[src/rtl/spi_master_arbiter.sv]
// rtl/spi_master_arbiter.sv - round-robin arbiter sharing one SPI master among nreq requesters
//
// Optional feature macro: SPI_ARB_TIMEOUT_EN (response-stall timeout, sticky err_timeout).
//
// Ports:
//   clk, reset                 clock, synchronous active-high reset
//   req_val/req_rdy/req_msg    per-requester message input (val/rdy)
//   resp_val/resp_rdy          per-requester response handshake
//   resp_msg                   shared response data, qualified by resp_val
//   cfg_val/cfg_rdy/cfg_id     configuration write port and target requester
//   cfg_packet_size/cs_addr/freq  configuration fields
//   spi_recv_*                 message to the SPI master
//   spi_send_*                 response from the SPI master
//   spi_packet_size_*          master packet-size load
//   spi_cs_addr_*              master chip-select load
//   spi_freq_*                 master frequency load
//   err_timeout                sticky response-timeout flag
module spi_master_arbiter #(
  parameter int nbits    = 34,
  parameter int ncs      = 1,
  parameter int nreq     = 2,
  parameter int logBitsN = $clog2(nbits) + 1,
  parameter int logCSN   = (ncs > 1) ? $clog2(ncs) : 1,
  parameter int logReqN  = (nreq > 1) ? $clog2(nreq) : 1,
  parameter int TIMEOUT  = 255
) (
  input  logic                       clk,
  input  logic                       reset,
  input  logic [nreq-1:0]            req_val,
  output logic [nreq-1:0]            req_rdy,
  input  logic [nreq-1:0][nbits-1:0] req_msg,
  output logic [nreq-1:0]            resp_val,
  input  logic [nreq-1:0]            resp_rdy,
  output logic [nbits-1:0]           resp_msg,
  input  logic                       cfg_val,
  output logic                       cfg_rdy,
  input  logic [logReqN-1:0]         cfg_id,
  input  logic [logBitsN-1:0]        cfg_packet_size,
  input  logic [logCSN-1:0]          cfg_cs_addr,
  input  logic [2:0]                 cfg_freq,
  output logic                       spi_recv_val,
  input  logic                       spi_recv_rdy,
  output logic [nbits-1:0]           spi_recv_msg,
  input  logic                       spi_send_val,
  output logic                       spi_send_rdy,
  input  logic [nbits-1:0]           spi_send_msg,
  output logic                       spi_packet_size_val,
  input  logic                       spi_packet_size_rdy,
  output logic [logBitsN-1:0]        spi_packet_size_msg,
  output logic                       spi_cs_addr_val,
  input  logic                       spi_cs_addr_rdy,
  output logic [logCSN-1:0]          spi_cs_addr_msg,
  output logic                       spi_freq_val,
  input  logic                       spi_freq_rdy,
  output logic [2:0]                 spi_freq_msg,
  output logic                       err_timeout
);

  localparam logic [1:0] IDLE   = 2'd0;
  localparam logic [1:0] CONFIG = 2'd1;
  localparam logic [1:0] XFER   = 2'd2;
  localparam logic [1:0] RESP   = 2'd3;

  logic [1:0]          state;
  logic [logReqN-1:0]  grant;
  logic [logReqN-1:0]  rr_ptr;
  logic [logBitsN-1:0] ps_q [nreq];
  logic [logCSN-1:0]   cs_q [nreq];
  logic [2:0]          fq_q [nreq];

  logic                any_req;
  logic [logReqN-1:0]  pick;
  logic [logReqN-1:0]  cand;
  logic [logReqN-1:0]  next_ptr;
  logic                cfg_id_ok;
  logic                cfg_loaded;
  logic                timeout_hit;

  // Only a non-power-of-two nreq can present an out-of-range id.
  if ((1 << logReqN) > nreq) begin : g_id_check
    assign cfg_id_ok = (cfg_id < logReqN'(nreq));
  end else begin : g_id_all
    assign cfg_id_ok = 1'b1;
  end

  // The three config rdys move together on the master; requiring all of
  // them costs nothing and keeps us safe against a master that splits them.
  assign cfg_loaded = spi_packet_size_rdy && spi_cs_addr_rdy && spi_freq_rdy;
  assign next_ptr   = logReqN'((int'(grant) + 1) % nreq);

  // Round-robin pick: scan downward so the last hit is the nearest index
  // at or after rr_ptr.
  always_comb begin
    any_req = 1'b0;
    pick    = '0;
    cand    = '0;
    for (int i = nreq - 1; i >= 0; i--) begin
      cand = logReqN'((int'(rr_ptr) + i) % nreq);
      if (req_val[cand]) begin
        any_req = 1'b1;
        pick    = cand;
      end
    end
  end

`ifdef SPI_ARB_TIMEOUT_EN
  localparam int CNTW = ($clog2(TIMEOUT + 1) > 8) ? $clog2(TIMEOUT + 1) : 8;

  logic [CNTW-1:0] stall_cnt;
  logic            stalled;
  logic            err_q;

  assign stalled     = (state == RESP) && spi_send_val && !resp_rdy[grant];
  // Fires on the cycle after TIMEOUT stalled cycles have been counted.
  assign timeout_hit = stalled && (stall_cnt == CNTW'(TIMEOUT));
  assign err_timeout = err_q;

  always_ff @(posedge clk) begin
    if (reset) begin
      stall_cnt <= '0;
      err_q     <= 1'b0;
    end else begin
      if (state != RESP) begin
        stall_cnt <= '0;
      end else if (stalled && !timeout_hit) begin
        stall_cnt <= stall_cnt + 1'b1;
      end
      if (timeout_hit) begin
        err_q <= 1'b1;
      end
    end
  end
`else
  assign timeout_hit = 1'b0;
  assign err_timeout = 1'b0;
`endif

  always_ff @(posedge clk) begin
    if (reset) begin
      state   <= IDLE;
      grant   <= '0;
      rr_ptr  <= '0;
      cfg_rdy <= 1'b0;
      for (int i = 0; i < nreq; i++) begin
        ps_q[i] <= logBitsN'(nbits);
        cs_q[i] <= '0;
        fq_q[i] <= '0;
      end
    end else begin
      cfg_rdy <= 1'b1;
      if (cfg_val && cfg_id_ok) begin
        ps_q[cfg_id] <= cfg_packet_size;
        cs_q[cfg_id] <= cfg_cs_addr;
        fq_q[cfg_id] <= cfg_freq;
      end
      case (state)
        IDLE: begin
          if (any_req) begin
            grant <= pick;
            state <= CONFIG;
          end
        end
        CONFIG: begin
          if (cfg_loaded) begin
            state <= XFER;
          end
        end
        XFER: begin
          // A withdrawn request abandons the grant without advancing rr_ptr.
          if (!req_val[grant]) begin
            state <= IDLE;
          end else if (spi_recv_rdy) begin
            state <= RESP;
          end
        end
        RESP: begin
          if ((spi_send_val && resp_rdy[grant]) || timeout_hit) begin
            state  <= IDLE;
            rr_ptr <= next_ptr;
          end
        end
        default: state <= IDLE;
      endcase
    end
  end

  always_comb begin
    req_rdy             = '0;
    resp_val            = '0;
    resp_msg            = spi_send_msg;
    spi_recv_val        = 1'b0;
    spi_recv_msg        = req_msg[grant];
    spi_send_rdy        = 1'b0;
    spi_packet_size_val = 1'b0;
    spi_cs_addr_val     = 1'b0;
    spi_freq_val        = 1'b0;
    spi_packet_size_msg = ps_q[grant];
    spi_cs_addr_msg     = cs_q[grant];
    spi_freq_msg        = fq_q[grant];
    case (state)
      CONFIG: begin
        spi_packet_size_val = 1'b1;
        spi_cs_addr_val     = 1'b1;
        spi_freq_val        = 1'b1;
      end
      XFER: begin
        spi_recv_val   = req_val[grant];
        req_rdy[grant] = spi_recv_rdy;
      end
      RESP: begin
        // On timeout the response is drained from the master and dropped.
        resp_val[grant] = spi_send_val && !timeout_hit;
        spi_send_rdy    = resp_rdy[grant] || timeout_hit;
      end
      default: ;
    endcase
  end

endmodule

[config.mk]
export PLATFORM = sky130hd
export DESIGN_NAME = spi_master_arbiter
export DESIGN_NICKNAME = d
export VERILOG_FILES = /design/src/rtl/spi_master_arbiter.sv
export SDC_FILE = /design/constraint.sdc
export NUM_CORES = 1
export LEC_CHECK = 0
export CAP_MARGIN = 10
export CORE_MARGIN = 4
export CORE_UTILIZATION = 26
export DETAILED_ROUTE_END_ITERATION = 10
export PLACE_DENSITY = 0.78
export SYNTH_ARGS = -nofsm -noshare
export SYNTH_HDL_FRONTEND = slang
export SYNTH_SLANG_ARGS = --single-unit
[constraint.sdc]
create_clock -name clk -period 1.4 [get_ports clk]
set_input_delay 0.28 -clock clk [delete_from_list [all_inputs] [get_ports clk]]
set_output_delay 0.28 -clock clk [all_outputs]
set_load 0.05 [all_outputs]
==> results of run 1 <==
state kept, by name, indices dropped and copies added (netlist names), named ones only:
signal / cells
cfg_rdy: 1
state: 2
cs_q: 2
ps_q: 14
rr_ptr: 1
grant: 1
fq_q: 6
cells in the final DEF, fill, tap and decap left out, types with 2 or more instances in the layout:
| master | netlist | routed |
|---|---|---|
| dfxtp_4 | 0 | 4 |
| dfxtp_1 | 6 | 2 |
| buf_6 | 1 | 36 |
| nand3_1 | 3 | 2 |
| nor2_4 | 0 | 3 |
| and3_4 | 1 | 2 |
| clkbuf_8 | 0 | 3 |
| nor2b_2 | 0 | 2 |
| nor2_1 | 6 | 3 |
| and2_1 | 18 | 18 |
| a41o_1 | 2 | 2 |
| buf_8 | 0 | 14 |
| buf_4 | 41 | 11 |
| clkdlybuf4s50_1 | 0 | 90 |
| mux2_2 | 12 | 25 |
| mux2_4 | 0 | 20 |
| a21oi_1 | 2 | 2 |
| edfxtp_1 | 22 | 22 |
| buf_12 | 0 | 13 |
| nand2b_1 | 6 | 6 |
area by class of cell:
cell class | count | area [µm²] | area share (%)
inverter | 2 | 10.0 | 0.252
clock buffer | 3 | 41.3 | 1.04
sequential | 28 | 796 | 20.1
timing repair buffer | 167 | 1920 | 48.4
multi-input combinational | 105 | 1040 | 26.3
clock inverter | 1 | 30.0 | 0.757
tap | 99 | 124 | 3.12
routing by layer:
| layer | GRT usage [%] | share of wire [%] | vias up | routed length (µm) |
|---|---|---|---|---|
| met2 | 27.2 | 52 | 78 | 3920 |
| li1 | - | - | 854 | - |
| met1 | 15.8 | 35 | 859 | 2650 |
| met3 | 5.58 | 9.7 | 18 | 731 |
| met4 | 6.66 | 3.2 | 0 | 238 |
| met5 | 0 | 0 | - | 0 |
worst reg2reg max path, cell delays in order (launching register included):
cell and delay, ps:
dfxtp_4 440, buf_8 170, mux2i_4 290, nor2_4 60, o31a_1 290
stage by stage:
| step | instances | total power [µW] | setup slack [ps] |
|---|---|---|---|
| final | 405 | 3570 | -263 |
| after global routing | 405 | 3700 | -311 |
| after CTS | 406 | 3590 | -278 |
| after detailed placement | 395 | 2660 | -341 |
| after global placement | 395 | 2650 | -315 |
| after floorplan | 181 | 2240 | -44.0 |
cell families (layout without fill, tap and decap cells):
| family | Yosys count | after routing | share of synthesized area [%] |
|---|---|---|---|
| flip-flops | 28 | 28 | 38.4 |
| other | 1 | 1 | 0.184 |
| AND/OR/NAND/NOR | 45 | 45 | 13.4 |
| buffers and inverters | 48 | 173 | 17.0 |
| AO/OA/AOI/OAI | 12 | 12 | 5.04 |
| multiplexers | 47 | 47 | 26.0 |
timing repair:
action	CTS	global route
gates resized for setup	99	5
hold buffers	0	0
gates cloned	2	1
pin swaps	2	2
setup buffers	5	0
endpoints found under the setup margin	66	66
report_power, final:
part / internal, µW / switching (µW) / total (µW)
Combinational: 957 / 947 / 1900
Clock: 383 / 252 / 635
Sequential: 974 / 57.0 / 1030
worst max-delay path by stage:
| stage | to | slack (ps) | depth (start not counted) |
|---|---|---|---|
| 3_5_place_dp | ps_q[1][3] | -340 | 4 |
| 2_1_floorplan | spi_recv_msg[0] | -40 | 3 |
| 4_1_cts | spi_send_rdy | -280 | 3 |
| 5_1_grt | spi_recv_msg[5] | -310 | 3 |
| 6_report | spi_recv_msg[5] | -260 | 3 |
| 3_3_place_gp | cs_q[1] | -310 | 4 |
==> impl_metrics.py, run 1 <==
metrics = {
    "run_status": {
        "status": "complete, but fails checks",
        "violations": "setup timing",
    },
    "final_layout": {
        "drive_above_1_share_pct": 48.0,
        "fin_nets": 433,
        "syn2layout_area_growth_pct": 94.9,
        "fin_util_pct": 53.5,
        "num-fill-cells": 624,
        "diodes": 0,
        "stdcell_area_um2": 3970,
    },
    "die": {
        "fp.dieArea_um2": 9300,
        "die_w_um": 96.5,
        "row_count": 31,
        "ios": 216,
        "initial_utilization_pct": 27.5,
        "core-area_um2": 7410,
        "die_h_um": 96.5,
    },
    "sta": {
        "finalHoldViolCount": 0,
        "period_needed_ps": 1660,
        "grt_setup_unrepaired": "true",
        "period_share_pct": 119,
        "whs_ps": 527,
        "fmax_ghz": 0.601,
        "layout_setup_ws_ps": -263,
        "slew_viol_final": 0,
        "fin_setup_tns_ps": -10640,
        "skew_ps": 0.367,
        "setup_viol": 54,
    },
    "setup_path": {
        "r2r_slack_ps": 50,
        "path_cells": "buf_6 -> mux2_2 -> buf_6",
        "critical_path_buf_inv_count": 2,
        "path_common_cell": "buf_6",
        "cp_max_fo": 7,
        "reg2reg_depth": 4,
        "critPathKind": "flop to output pin",
        "cp-start-kind": "flop",
        "slowest_stage": "dfxtp_4",
        "reg2reg_from": "grant",
        "r2r-end": "state[1]",
        "arrival_ps": 1380,
        "crit_path_end_kind": "output pin",
        "critPathLaunch": "grant",
        "critical-path-top-delay-family": "flip-flops",
        "cp.required_ps": 1120,
        "critPathMaxStageDelay_ps": 440,
    },
    "clocking": {
        "clk_pin_slew_ps": 80,
        "cts_tree": "done",
        "clock-sinks": 28,
        "clk_path_buf_depth": 2,
        "cts_buffers": 3,
        "clk_latency_ps": 270,
        "clockRootBuffer": "clkbuf_8",
        "htree_levels": 1,
    },
    "route": {
        "remaining_drc_errors": 0,
        "wl_um": 7530,
        "first_pass_iters": 4,
        "via_per_inst": 4.47,
        "vias": 1809,
        "antenna_left": 0,
        "wl_per_cell_um": 18.6,
        "drt_iter0_markers": 44,
    },
    "placement": {
        "finalWeightedCongestion": 0.796,
        "place_area_um2": 3450,
        "numPortBuffers": 146,
        "dp_hpwl_um": 5950,
    },
    "global_route": {
        "grt_usage_pct": 15.2,
        "grt_max_degree": 17,
        "overflow": 0,
        "antenna_found_initial": 0,
        "grt_pass1_wl_um": 10400,
        "grt_pass1_vias": 1919,
    },
    "yosys": {
        "yosys.area.top_type": "edfxtp_1",
        "synth_edf_count": 22,
        "ys_dominant_reg_cell": "edfxtp_1",
        "syn_inst": 181,
        "ys_ff_latch": 28,
        "synth_fp_nets": 307,
        "ys_types": 32,
        "yosysMostFrequentCell": "buf_4",
        "yosys.area.top_type_share_pct": 32.5,
        "netlist_area_um2": 2030,
        "ys_warn_count": 0,
        "postSynthAreaPerCell_um2": 11.2,
        "ys_seq_area_share_pct": 38.4,
        "yosys-top-cells-area": "edfxtp_1, mux2_1, buf_4",
        "yosys-top-cells-count": "buf_4, mux2_1, edfxtp_1",
        "async_flop_share_pct": 0,
    },
    "hold_path": {
        "whs_endpoint": "rr_ptr",
        "hold_depth": 2,
        "hold_path.class": "flop to flop",
        "hold_start": "rr_ptr",
    },
    "job": {
        "cap_violations": 0,
    },
    "pwr": {
        "p_leak_uw": 0.00159,
        "peakVddDrop_uv": 369,
        "power.density_nw_per_um2": 900,
    },
}
(Power assumes the default switching activity.)
==> run 2, diff against run 1 <==
CAP_MARGIN = not set   (was 10)
TNS_END_PERCENT = 5   (was not set)
==> run 2 against run 1 <==
  * The flow still finishes with violations (setup timing)
  * Non-clock buffer count is 2 lower
  * Design area is 2.5% lower
  * Sequential share of layout area is 0.45 points higher
==> impl_metrics.py, run 2 (synthesis results as in run 1) <==
metrics = {
    "die": {
        "row_count": 31,
        "initial_utilization_pct": 27.5,
        "ios": 216,
        "die_w_um": 96.5,
        "core-area_um2": 7410,
        "fp.dieArea_um2": 9300,
        "die_h_um": 96.5,
    },
    "setup_path": {
        "critPathLaunch": "grant",
        "critPathKind": "flop to output pin",
        "cp-start-kind": "flop",
        "crit_path_end_kind": "output pin",
        "cp-endpoint": "spi_send_rdy",
        "cp_max_fo": 6,
        "reg2reg_depth": 5,
        "cp.required_ps": 1120,
        "reg2reg_from": "grant",
        "r2r-end": "state[0]",
        "r2r_slack_ps": 60,
        "arrival_ps": 1390,
    },
    "final_layout": {
        "drive_above_1_share_pct": 46.7,
        "syn2layout_area_growth_pct": 90.0,
        "layout_common_cells": "clkdlybuf4s50_1, buf_6, mux2_4",
        "num-fill-cells": 635,
        "largest_reg_flops": 14,
        "top_regs": "ps_q (14), fq_q (6)",
        "top_register": "ps_q",
        "final_common_cell": "clkdlybuf4s50_1",
        "fin_nets": 431,
        "diodes": 0,
    },
    "clocking": {
        "cts_tree": "done",
        "htree_levels": 1,
        "cts_buffers": 3,
        "clk_latency_ps": 270,
        "clock-sinks": 28,
        "clockRootBuffer": "clkbuf_8",
        "clk_path_buf_depth": 2,
        "clk_pin_slew_ps": 100,
    },
    "run_status": {
        "status": "complete, but fails checks",
        "violations": "setup timing",
    },
    "sta": {
        "finalHoldViolCount": 0,
        "whs_ps": 542,
        "skew_ps": 0.731,
        "fin_setup_tns_ps": -10770,
        "setup_viol": 54,
        "layout_setup_ws_ps": -270,
        "period_needed_ps": 1670,
        "slew_viol_final": 0,
        "period_share_pct": 119,
        "grt_setup_unrepaired": "true",
        "fmax_ghz": 0.599,
    },
    "hold_path": {
        "hold_start": "reset",
        "hold_path.class": "primary input to flop",
        "hold_depth": 3,
    },
    "pwr": {
        "pwr-share-comb_pct": 52.6,
        "pwr-share-seq_pct": 29.1,
        "switchingPower_uw": 1260,
        "peakVddDrop_uv": 505,
        "finalPower_uw": 3510,
        "netSwitchingFraction_pct": 35.7,
        "clock_power_share_pct": 18.3,
        "internal_power_uw": 2260,
        "power.density_nw_per_um2": 909,
        "p_leak_uw": 0.00159,
    },
    "route": {
        "vias": 1821,
        "via_per_inst": 4.52,
        "wl_per_cell_um": 20.1,
        "first_pass_iters": 4,
        "antenna_left": 0,
        "remaining_drc_errors": 0,
        "wl_um": 8090,
        "drt_iter0_markers": 28,
    },
    "global_route": {
        "grt_pass1_wl_um": 11100,
        "antenna_found_initial": 0,
        "overflow": 0,
        "grt_usage_pct": 16.3,
        "grt_max_degree": 17,
        "grt_pass1_vias": 1964,
    },
    "placement": {
        "dp_hpwl_um": 6070,
        "numPortBuffers": 146,
        "finalWeightedCongestion": 0.821,
    },
    "job": {
        "cap_violations": 0,
    },
}
-- run 2: cell count changes in the layout (fill, tap and decap cells not counted), sizes merged --
cell / change
buf: -1
dlygate4sd2: +1
clkdlybuf4s50: -1
clkbuf: -1
-- run 2: worst min-delay path by stage --
stage / end / slack (ps)
floorplan: cfg_rdy / 350
global placement: rr_ptr / 510
detailed placement: rr_ptr / 520
CTS: cfg_rdy / 530
global route: cfg_rdy / 540
finish: cfg_rdy / 540
-- run 2: worst max-delay path, cell delays in order (launching register included) --
cell	delay, ps
dfxtp_4	430
buf_6	110
mux2_4	290
nor2b_4	130
buf_12	140
-- run 2: what timing repair did --
action / CTS / global route
buffers inserted: 3 / 0
hold buffers: 0 / 0
endpoints found under the setup margin: 78 / 65
gates resized for setup: 105 / 7
pin swaps: 0 / 0
gates cloned: 3 / 0
-- run 2: cell type report --
type                       count  area [µm²]  share of cell area (%)
timing repair buffer         165        1800                    46.6
inverter                       2        7.51                   0.194
sequential                    28         793                    20.5
multi-input combinational    105        1070                    27.7
clock buffer                   3        41.3                    1.07
tap                           99         124                    3.20
clock inverter                 1        30.0                   0.777
-- run 2: power by group through the flow --
stage	Sequential, µW	Combinational, µW	Clock [µW]
4_1_cts	1030	1880	650
5_1_grt	1030	1920	687
6_report	1020	1850	642
2_1_floorplan	1010	1200	0
3_5_place_dp	1030	1570	0
3_3_place_gp	1030	1560	0
-- run 2: stage by stage --
step                util (%)  cell area, µm²  setup WS, ps  cells
global placement        45.8            3400          -434    396
finish                  52.2            3870          -270    403
CTS                     53.0            3930          -318    406
detailed placement      45.8            3400          -490    396
floorplan                  -            2040          -197    181
global route            52.2            3870          -313    403
-- run 2: per-layer routing --
metal	share of wire [%]	GRT usage, %	vias up
met1	34	15.7	871
met5	0	0	-
met4	2.4	5.49	0
met2	52	30.4	85
li1	-	-	847
met3	12	7.51	18
==> run 3, diff against run 2 <==
ABC_AREA = 1   (was not set)
PLACE_DENSITY = 0.77   (was 0.78)
==> run 3 against run 2 <==
  * The flow still finishes with violations (setup timing)
  * Maximum frequency grew 6.6%
  * Routed wire length shrank 7.0%
  * Critical path depth grew 2
  * Final cell count grew 29%
  * Flip-flop and latch count is the same
  * First-iteration DRC count grew 140%
  * Count of clock-buffer cells in the layout grew 1
  * Worst setup slack gained 100 ps
  * Register-to-register slack gained 110 ps
  * Clock skew grew 6.0 ps
==> impl_metrics.py, run 3 <==
metrics = {
    "sta": {
        "skew_ps": 6.69,
        "layout_setup_ws_ps": -167,
        "finalHoldViolCount": 0,
        "period_share_pct": 112,
        "setup_viol": 54,
        "slew_viol_final": 0,
        "fmax_ghz": 0.638,
        "grt_setup_unrepaired": "true",
        "period_needed_ps": 1570,
    },
    "final_layout": {
        "fin_nets": 546,
        "fin_cells": 521,
        "drive_above_1_share_pct": 34.6,
        "top_regs": "ps_q (14), fq_q (6)",
        "top_register": "ps_q",
        "diodes": 0,
        "syn2layout_area_growth_pct": 95.8,
        "layout_common_cells": "nand2_1, clkdlybuf4s50_1, buf_6",
        "fin_util_pct": 52.2,
        "largest_reg_flops": 14,
        "final_common_cell": "nand2_1",
    },
    "die": {
        "die_w_um": 96.8,
        "row_count": 32,
        "ios": 216,
        "core-area_um2": 7690,
        "die_h_um": 96.8,
        "initial_utilization_pct": 26.6,
        "fp.dieArea_um2": 9360,
    },
    "placement": {
        "finalWeightedCongestion": 0.798,
        "numPortBuffers": 146,
        "place_inst": 510,
        "dp_hpwl_um": 6280,
    },
    "setup_path": {
        "crit_path_end_kind": "output pin",
        "arrival_ps": 1290,
        "cp.required_ps": 1120,
        "critPathMaxStageDelay_ps": 510,
        "cp_max_fo": 2,
        "path_cells": "clkdlybuf4s50_1 -> nand2_2 -> o21ai_2 -> inv_1 -> nor2_2 -> buf_12",
        "cp-start-kind": "primary input",
        "critPathKind": "primary input to output pin",
        "slowest_stage": "clkdlybuf4s50_1",
    },
    "clocking": {
        "clk_path_buf_depth": 2,
        "clk_pin_slew_ps": 80,
        "cts_hold_buf": 0,
        "cts_buffers": 3,
        "clockRootBuffer": "clkbuf_8",
        "htree_levels": 1,
        "clk_latency_ps": 270,
        "clock-sinks": 28,
        "cts_tree": "done",
    },
    "global_route": {
        "grt_pass1_wl_um": 11400,
        "antenna_found_initial": 0,
        "grt_max_degree": 23,
        "overflow": 0,
        "grt_usage_pct": 15.0,
        "grt_pass1_vias": 2272,
    },
    "yosys": {
        "synthXorXnorAreaFrac_pct": 0,
        "async_flop_share_pct": 0,
        "synthAdderAreaFrac_pct": 0,
        "postSynthAreaPerCell_um2": 7.21,
        "ys_ff_latch": 28,
        "synth_fp_nets": 410,
        "yosys.area.top_type_share_pct": 32.3,
        "yosys-top-cells-area": "edfxtp_1, nand2_1, buf_4",
        "yosysMostFrequentCell": "nand2_1",
        "yosys.area.top_type": "edfxtp_1",
        "synth_edf_count": 22,
        "synth-compound-area-share_pct": 3.67,
        "ys_dominant_reg_cell": "edfxtp_1",
        "ys_warn_count": 0,
        "ys_seq_area_share_pct": 38.1,
        "netlist_area_um2": 2050,
        "syn_inst": 284,
        "synth-simple-area-share_pct": 31.0,
        "synth_top_family_by_area": "simple AND/OR/NAND/NOR gates",
        "synthMuxAreaShare_pct": 6.05,
        "ys_types": 24,
        "yosys-top-cells-count": "nand2_1, buf_4, nor2_1",
    },
    "route": {
        "via_per_inst": 4.19,
        "first_pass_iters": 4,
        "antenna_left": 0,
        "remaining_drc_errors": 0,
        "drt_iter0_markers": 68,
        "wl_um": 7520,
        "wl_per_cell_um": 14.4,
        "vias": 2184,
    },
    "pwr": {
        "peakVddDrop_uv": 389,
        "power.density_nw_per_um2": 1040,
        "p_leak_uw": 0.00185,
    },
    "hold_path": {
        "hold_path.class": "flop to flop",
    },
    "job": {
        "cap_violations": 0,
    },
    "run_status": {
        "status": "complete, but fails checks",
        "violations": "setup timing",
    },
}
-- run 3: cell types whose count changed after synthesis, moves of 4 or more --
cell / change
and2_1: -18
nand2b_1: -6
mux2_1: -34
buf_2: +6
buf_4: -4
nand2_1: +121
nor3_1: +5
inv_1: +22
nor2_1: +17
-- run 3: worst max-delay path, delay by kind of cell --
kind	cells	cell delay, ps
buf+inv	3	720
compound gates	1	60
simple gates	2	220
-- run 3: worst paths after layout --
path | startpoint | end | slack [ps] | cells past startpoint
min | rr_ptr | rr_ptr | 490 | 2
max | resp_rdy[1] | spi_send_rdy | -170 | 6
min reg2reg | rr_ptr | rr_ptr | 490 | 2
max reg2reg | state[1] | state[0] | 170 | 7
-- run 3: cell families (layout without fill, tap and decap cells) --
group | count (synthesis) | after routing
and+or+nand+nor | 161 | 161
muxes | 11 | 11
buffers and inverters | 74 | 209
DFF | 28 | 28
AOI/OAI and AO/OA | 9 | 9
other | 1 | 1
-- run 3: area by class of cell --
cell class,instances,area [µm²]
flip-flops and latches,28,793
repair buffers,178,1990
multi-input cells,182,936
well taps,102,128
fillers,730,3680
inverters,27,109
clock buffers,4,55.1
-- run 3: what timing repair did --
action	4_1_cts	5_1_grt
hold endpoints to repair	0	0
pin swaps	2	23
setup buffers	1	4
resized for setup	68	33
endpoints found under the setup margin	54	65
gates cloned	1	1
-- run 3: power breakdown --
part           total (µW)  leakage (µW)  switching (µW)  internal, µW
clock                 473     0.0000288             222           251
combinational        2640       0.00155            1490          1150
sequential           1050      0.000268            59.5           991
-- run 3: per-stage QoR --
step / total power [µW] / setup TNS (ps) / area [µm²] / worst slack (ps) / hold slack [ps]
4_1_cts: 4070 / -7130 / 3830 / -205 / 509
3_3_place_gp: 3320 / -6090 / 3500 / -348 / 503
2_1_floorplan: 2670 / -2540 / 2070 / -158 / 353
6_report: 4170 / -6610 / 4010 / -167 / 491
3_5_place_dp: 3340 / -6840 / 3500 / -323 / 497
5_1_grt: 4370 / -10230 / 4010 / -240 / 543
-- run 3: per-layer routing --
metal / part of all wire, % / GRT usage, % / vias up
li1: - / - / 1102
met1: 35 / 15.0 / 969
met2: 56 / 30.6 / 109
met3: 8.6 / 4.11 / 4
met4: 0.45 / 2.05 / 0
met5: 0 / 0 / -
